--- src/rtl/memory_layer_node_reader.sv ---
// memory_layer_node_reader
//
// Reads out the node indices of one class. A start in IDLE captures the class
// index and its node count (clamped to MAX_NODES), then streams node indices
// 0..count-1 over a valid/ready output. It finishes with a one-cycle DONE state
// that reports whether the captured count was empty or clamped.
//
// Handshake: out_valid is high for the whole STREAM state. A transfer happens
// on a rising edge where out_valid && out_ready. While the output is stalled
// (out_valid && !out_ready), out_class, out_node_idx and out_last hold stable.
// out_valid only drops after the transfer that carries out_last.
//
// Ports:
//   clk, rst        clock; asynchronous active-high reset
//   start           readout request, sampled only in IDLE
//   class_id        class to read, captured with start
//   node_count      node count of class_id, captured with start
//   out_ready       downstream accepts the presented index
//   out_valid       out_class / out_node_idx / out_last are valid
//   out_class       captured class index
//   out_node_idx    node index being presented
//   out_last        presented index is the final one of the class
//   busy            high in STREAM and DONE
//   done            one-cycle end-of-readout pulse
//   empty           with done: captured count was 0
//   clamped         with done: captured count exceeded MAX_NODES
//   dbg_state       current FSM state (0 IDLE, 1 STREAM, 2 DONE)
module memory_layer_node_reader #(
    parameter int NUM_CLASSES = 16,
    parameter int MAX_NODES   = 256,
    parameter int CLS_W       = $clog2(NUM_CLASSES),
    parameter int NODE_W      = $clog2(MAX_NODES)
) (
    input  logic              clk,
    input  logic              rst,
    input  logic              start,
    input  logic [CLS_W-1:0]  class_id,
    input  logic [NODE_W:0]   node_count,
    input  logic              out_ready,
    output logic              out_valid,
    output logic [CLS_W-1:0]  out_class,
    output logic [NODE_W-1:0] out_node_idx,
    output logic              out_last,
    output logic              busy,
    output logic              done,
    output logic              empty,
    output logic              clamped,
    output logic [1:0]        dbg_state
);

    typedef enum logic [1:0] {
        ST_IDLE   = 2'd0,
        ST_STREAM = 2'd1,
        ST_DONE   = 2'd2
    } state_t;

    localparam logic [NODE_W:0]   MAX_CNT = (NODE_W+1)'(MAX_NODES);
    localparam logic [NODE_W:0]   ONE_CNT = (NODE_W+1)'(1);
    localparam logic [NODE_W-1:0] ONE_IDX = NODE_W'(1);

    state_t              state_q,   state_d;
    logic [CLS_W-1:0]    class_q,   class_d;
    logic [NODE_W:0]     count_q,   count_d;
    logic [NODE_W-1:0]   idx_q,     idx_d;
    logic                empty_q,   empty_d;
    logic                clamped_q, clamped_d;

    logic                last_w;

    // count_q is at least 1 whenever we are in STREAM, so count_q-1 never
    // underflows where last_w matters.
    assign last_w = (state_q == ST_STREAM) && ({1'b0, idx_q} == (count_q - ONE_CNT));

    always_ff @(posedge clk or posedge rst) begin
        if (rst) begin
            state_q   <= ST_IDLE;
            class_q   <= '0;
            count_q   <= '0;
            idx_q     <= '0;
            empty_q   <= 1'b0;
            clamped_q <= 1'b0;
        end else begin
            state_q   <= state_d;
            class_q   <= class_d;
            count_q   <= count_d;
            idx_q     <= idx_d;
            empty_q   <= empty_d;
            clamped_q <= clamped_d;
        end
    end

    always_comb begin
        state_d   = state_q;
        class_d   = class_q;
        count_d   = count_q;
        idx_d     = idx_q;
        empty_d   = empty_q;
        clamped_d = clamped_q;

        case (state_q)
            ST_IDLE: begin
                if (start) begin
                    class_d   = class_id;
                    idx_d     = '0;
                    empty_d   = (node_count == '0);
                    clamped_d = (node_count > MAX_CNT);
                    count_d   = (node_count > MAX_CNT) ? MAX_CNT : node_count;
                    state_d   = (node_count == '0) ? ST_DONE : ST_STREAM;
                end
            end
            ST_STREAM: begin
                if (out_ready) begin
                    // The final index is never incremented, so idx never wraps.
                    if (last_w) begin
                        state_d = ST_DONE;
                    end else begin
                        idx_d = idx_q + ONE_IDX;
                    end
                end
            end
            ST_DONE: begin
                state_d = ST_IDLE;
            end
            default: begin
                state_d = ST_IDLE;
            end
        endcase
    end

    assign out_valid    = (state_q == ST_STREAM);
    assign out_class    = class_q;
    assign out_node_idx = idx_q;
    assign out_last     = last_w;
    assign busy         = (state_q != ST_IDLE);
    assign done         = (state_q == ST_DONE);
    assign empty        = (state_q == ST_DONE) && empty_q;
    assign clamped      = (state_q == ST_DONE) && clamped_q;
    assign dbg_state    = state_q;

endmodule
--- config.mk ---
export PLATFORM = sky130hd
export DESIGN_NAME = memory_layer_node_reader
export DESIGN_NICKNAME = d
export VERILOG_FILES = /design/src/rtl/memory_layer_node_reader.sv
export SDC_FILE = /design/constraint.sdc
export NUM_CORES = 1
export LEC_CHECK = 0
export ABC_AREA = 0
export BUFFER_PORTS_ARGS = -buffer_cell sky130_fd_sc_hd__buf_2
export CORE_MARGIN = 2
export CORE_UTILIZATION = 35
export DETAILED_ROUTE_END_ITERATION = 12
export GPL_TIMING_DRIVEN = 1
export PLACE_DENSITY = 0.6
export SETUP_SLACK_MARGIN = 0.3
export SYNTH_ARGS = -nofsm -noshare
export SYNTH_HDL_FRONTEND = slang
export SYNTH_SLANG_ARGS = --single-unit
--- constraint.sdc ---
create_clock -name clk -period 2.65 [get_ports clk]
set_clock_uncertainty 0.2 [all_clocks]
set_input_delay 0.53 -clock clk [delete_from_list [all_inputs] [get_ports clk]]
set_output_delay 0.53 -clock clk [all_outputs]
set_load 0.02 [all_outputs]
== Yosys cells after proc, flatten, opt, wreduce, memory -nomap -nowiden ==
Index checks and enable logic that the tools add are counted.
Widths: inputs -> output; s select.
Word-level totals
  register bits after elaboration: 25
  input port bits: 17
  word-level logic and storage cells: 36
Cells by class
  add/sub/neg operators: 2
  $lt $le $gt $ge: 1
  equal/unequal tests: 7
  muxes and demuxes: 10
  reduce and logical (&&, ||, !) cells: 10
Operator list (count)
  $mux 8: 3
  $pmux 8 s2: 1
  $eq 8x9->1: 1
  $gt 9x9->1 const B: 1
  $logic_not 9->1: 1
  $mux 9: 1
  $sub 9x1->9 const B: 1
  $add 8x1->8 const B: 1
  $mux 2: 4
  $ne 2x2->1 const B: 3
  $pmux 2 s2: 1
  $reduce_and 4->1: 1
  $reduce_bool 2->1: 2
  $logic_and 1x1->1: 3
  $reduce_and 3->1: 1
  $eq 2x1->1 const B: 1
  $eq 2x2->1 const B: 1
  $logic_not 2->1: 1
  $ne 2x1->1 const B: 1
  $reduce_and 2->1: 1

== Depth between registers and ports, before layout ==
  word-level depth: 6
  depth in mapped cells: 9
  mapped depth without buffers: 8

== Least setup slack after synthesis ==
No wires, ideal clock.
  path kind: reg2out
  start: register count_q[0]
  end: output out_last
  data arrival time: 1897 ps
  path slack: 23 ps
  stages on the path, launching flop included: 9
  path buffers: 1
  cells stage by stage: dfrtp_1 -> clkbuf_1 -> inv_1 -> ha_1 -> and2_1 -> a211o_2 -> a31o_2 -> o211a_4 -> and2_1
Between the ends
  word-level cells in the longest chain between the ends: 3
Ends and longest elaborated chain
  start, declared: RTL line 63  | logic [NODE_W:0] count_q, count_d;
  start signal, assigned: RTL line 85  | count_q <= count_d;
  $sub 9x1->9: RTL line 72  | assign last_w = (state_q == ST_STREAM) && ({1'b0, idx_q} == (count_q - ONE_CNT));
  $eq 8x9->1: RTL line 72
  $logic_and 1x1->1: RTL line 72
  end, declared: RTL line 43  | output logic out_last,
Every way passes these cells.

== Worst setup path in the final report ==
  start: register count_q[2]
  end: output out_last
Same word-level chain as after synthesis.

==> results.sh <==
export IMPL_finalPower_uw=2080
export IMPL_post_drt_wl_per_cell_um=13.6
export IMPL_drv_slew=0
export IMPL_fill_cells=422
export IMPL_fin_crit_sh_pct=102
export IMPL_grt_start_max_net_pins=26
export IMPL_setup_viol=1
export IMPL_fin_crit_ps=2700
export IMPL_intPower_uw=1150
export IMPL_die_y_um=72.0
export IMPL_synth_cell_type_count=40
export IMPL_synth_compound_area_share_pct=16.6
export IMPL_final_layout_size_suffix_gt1_share_pct=38.4
export IMPL_crit_buf_inv=1
export IMPL_syn_instance_count=173
export IMPL_post_synth_top_area_cell="dfrtp_1"
export IMPL_antenna_found_initial=0
export IMPL_finalNetCount=239
export IMPL_ys_seq_elements=25
export IMPL_power_frac_seq_pct=31.7
export IMPL_critical_path_top_delay_family="simple AND/OR/NAND/NOR gates"
export IMPL_rsz0062_at_grt="true"
export IMPL_htree_levels=1
export IMPL_status="finished with violations"
export IMPL_setup_ws_ps=-52.8
export IMPL_cts_root_buf="clkbuf_8"
export IMPL_place_inst=264
export IMPL_ys_warn_count=0
export IMPL_vias_per_cell=5.25
export IMPL_synth_xor_area_share_pct=3.25
export IMPL_ant_nets=0
export IMPL_vias=1422
export IMPL_vdd_drop_max_uv=670
export IMPL_critPathMaxStageDelay_ps=440
export IMPL_grt_usage_pct=15.3
export IMPL_dp_slack_ps=168
export IMPL_antenna_cells=0
export IMPL_crit_arrival_ps=1970
export IMPL_start_kind="flip-flop"
export IMPL_clock_sinks=25
export IMPL_io_buffers=36
export IMPL_synth_simple_gate_area_share_pct=28.3
export IMPL_row_count=24
export IMPL_synth_top_cell_area_share_pct=38.7
export IMPL_setup_worst_path_class="reg -> out"
export IMPL_p_switching_uw=930
export IMPL_final_common_cell="buf_2"
export IMPL_hold_violations=0
export IMPL_place_congestion=0.852
export IMPL_p_per_area_nw_per_um2=1010
export IMPL_cts_path_max_buffers=2
export IMPL_sw_frac_of_total_pct=44.7
export IMPL_cts_tree="built"
export IMPL_area_growth_syn_to_layout_pct=26.9
export IMPL_numCtsBuffers=3
export IMPL_grt_overflow_total=0
export IMPL_synthAdderAreaFrac_pct=1.55
export IMPL_clk_pin_slew_ps=90
export IMPL_synth_fp_nets=192
export IMPL_tightest_slew_ps=773
export IMPL_p_leak_uw=0.000934
export IMPL_die_x_um=72.0
export IMPL_violations="setup timing"
export IMPL_clk_latency_ps=270
export IMPL_dieArea_um2=5180
export IMPL_hpwl_um=2650
export IMPL_wl_um=3680
export IMPL_fmax_ghz=0.370
export IMPL_dpl_instance_area_um2=1940
export IMPL_io_pin_count=37
export IMPL_power_frac_comb_pct=57.3
export IMPL_path_max_fanout=4
export IMPL_grt_pass1_vias=1363
export IMPL_clockPowerShare_pct=11.0
export IMPL_yosysSeqAreaShare_pct=38.7
export IMPL_hold_path_class="in -> async"
export IMPL_syn_avg_cell_area_um2=9.34
export IMPL_drt_iter0_markers=48
export IMPL_syn_cell_area_um2=1620
export IMPL_slew_headroom_pct=48.3
export IMPL_critical_path_cell_chain="or3_4 -> o311ai_4 -> nand3_2 -> o21a_4 -> and2_4 -> buf_6"
export IMPL_required_ps=1920
export IMPL_drt_pass1_iterations=4
export IMPL_grt_pass1_wl_um=6350
export IMPL_layout_common_cells="buf_2, dfrtp_1, nand2_1, nand2b_1, o21ai_0"
export IMPL_coreArea_um2=4410
export IMPL_synth_top_family_by_area="simple AND/OR/NAND/NOR gates"
export IMPL_drc_errors=0
export IMPL_initial_core_util_pct=36.6
export IMPL_hold_buffers=0
export IMPL_synth_area_mux_share_pct=9.13
export IMPL_synthTopCellsByArea="dfrtp_1, nand2b_1, mux2i_1"
export IMPL_crit_slowest_cell="or3_4"
export IMPL_hold_ws_ps=97.8
export IMPL_stdcell_count=271
export IMPL_final_area_um2=2050
export IMPL_cap_violations=0
export IMPL_cp_end_kind="output pin"
routing by layer:
layer	part of all wire [%]	vias to the layer above	wire [um]	global-route usage, %
met5	0	-	0	0
met4	1.0	0	38	3.77
met2	46	29	1710	25.9
met3	3.3	5	120	1.81
met1	49	678	1810	21.1
li1	-	710	-	-
cells in the mapped netlist:
| cell type | n |
|---|---|
| dfrtp_1 | 25 |
| nand2_1 | 20 |
| nand2b_1 | 16 |
| o21ai_0 | 14 |
| mux2i_1 | 8 |
| nor2_1 | 8 |
| a21oi_2 | 6 |
| inv_1 | 6 |
| mux2_2 | 6 |
| xnor2_1 | 6 |
| and2_1 | 5 |
| clkbuf_1 | 5 |
| nand3_1 | 5 |
| nand4_1 | 4 |
| nor2b_1 | 4 |
| nand4b_1 | 3 |
| a21oi_1 | 2 |
| and3_1 | 2 |
| ha_1 | 2 |
| nor3_1 | 2 |
| nor3_2 | 2 |
| nor3b_1 | 2 |
| nor4_1 | 2 |
| o211ai_1 | 2 |
| a211o_2 | 1 |
| a21boi_2 | 1 |
| a31o_2 | 1 |
| and4_1 | 1 |
| nand3_2 | 1 |
| nor4b_1 | 1 |
| nor4bb_1 | 1 |
| o211a_1 | 1 |
| o211a_4 | 1 |
| o21a_1 | 1 |
| o21a_4 | 1 |
| o21ba_1 | 1 |
| o22ai_1 | 1 |
| o311ai_2 | 1 |
| o31ai_1 | 1 |
| or3_4 | 1 |
worst reg2reg max path, stage by stage (launching register included):
cell	delay, ps
dfrtp_1	410
or3_4	440
o311ai_4	250
nand3_2	120
o21a_4	210
buf_4	170
a21oi_2	170
mux2i_1	200
timing repair:
item	4_1_cts	5_1_grt
buffers inserted	3	0
setup endpoints to repair	1	2
hold endpoints to repair	0	0
pin swaps	4	1
gates cloned	0	0
resized for setup	6	5
final cells by class:
type / count / area (um2) / share of cell area [%]
Multi-Input combinational cell: 137 / 1020 / 49.7
Sequential cell: 25 / 627 / 30.6
Timing Repair Buffer: 47 / 269 / 13.1
Tap cell: 52 / 65.1 / 3.17
Clock buffer: 3 / 41.3 / 2.01
Inverter: 6 / 25.0 / 1.22
Clock inverter: 1 / 5.00 / 0.244
power groups by stage:
stage / combinational (uW) / sequential (uW) / clock (uW)
finish: 1190 / 659 / 230
global route: 1300 / 684 / 251
CTS: 1170 / 658 / 241
detailed placement: 1100 / 673 / 0
global placement: 1090 / 671 / 0
floorplan: 741 / 724 / 0
stage by stage:
step | setup TNS (ps) | utilization [%]
2_1_floorplan | 0 | -
3_3_place_gp | 0 | 43.9
3_5_place_dp | 0 | 43.9
4_1_cts | -39.6 | 46.1
5_1_grt | -95.6 | 46.5
6_report | -52.8 | 46.5
flip-flops by register name, indices dropped and copies added (netlist names):
signal,flops
out_node_idx,8
empty_q,1
clamped_q,1
count_q,9
dbg_state,2
out_class,4
kinds of logic after synthesis:
group,count (synthesis)
compound gates,35
simple gates,80
fa+ha+maj,2
mux,14
flops,25
xor+xnor,6
buf+inv,11
final timing paths:
check	from	to	slack, ps	depth (start not counted)
worst max-delay path	count_q[2]	out_last	-50	6
worst min-delay path	rst	dbg_state[1]	100	3
worst max register to register	count_q[2]	out_node_idx[6]	420	7
worst min register to register	clamped_q	clamped_q	310	2
max in group asynchronous	rst	count_q[3]	1880	3
min in group clk	class_id[1]	out_class[1]	280	2
Power figures use the tool's default switching activity.
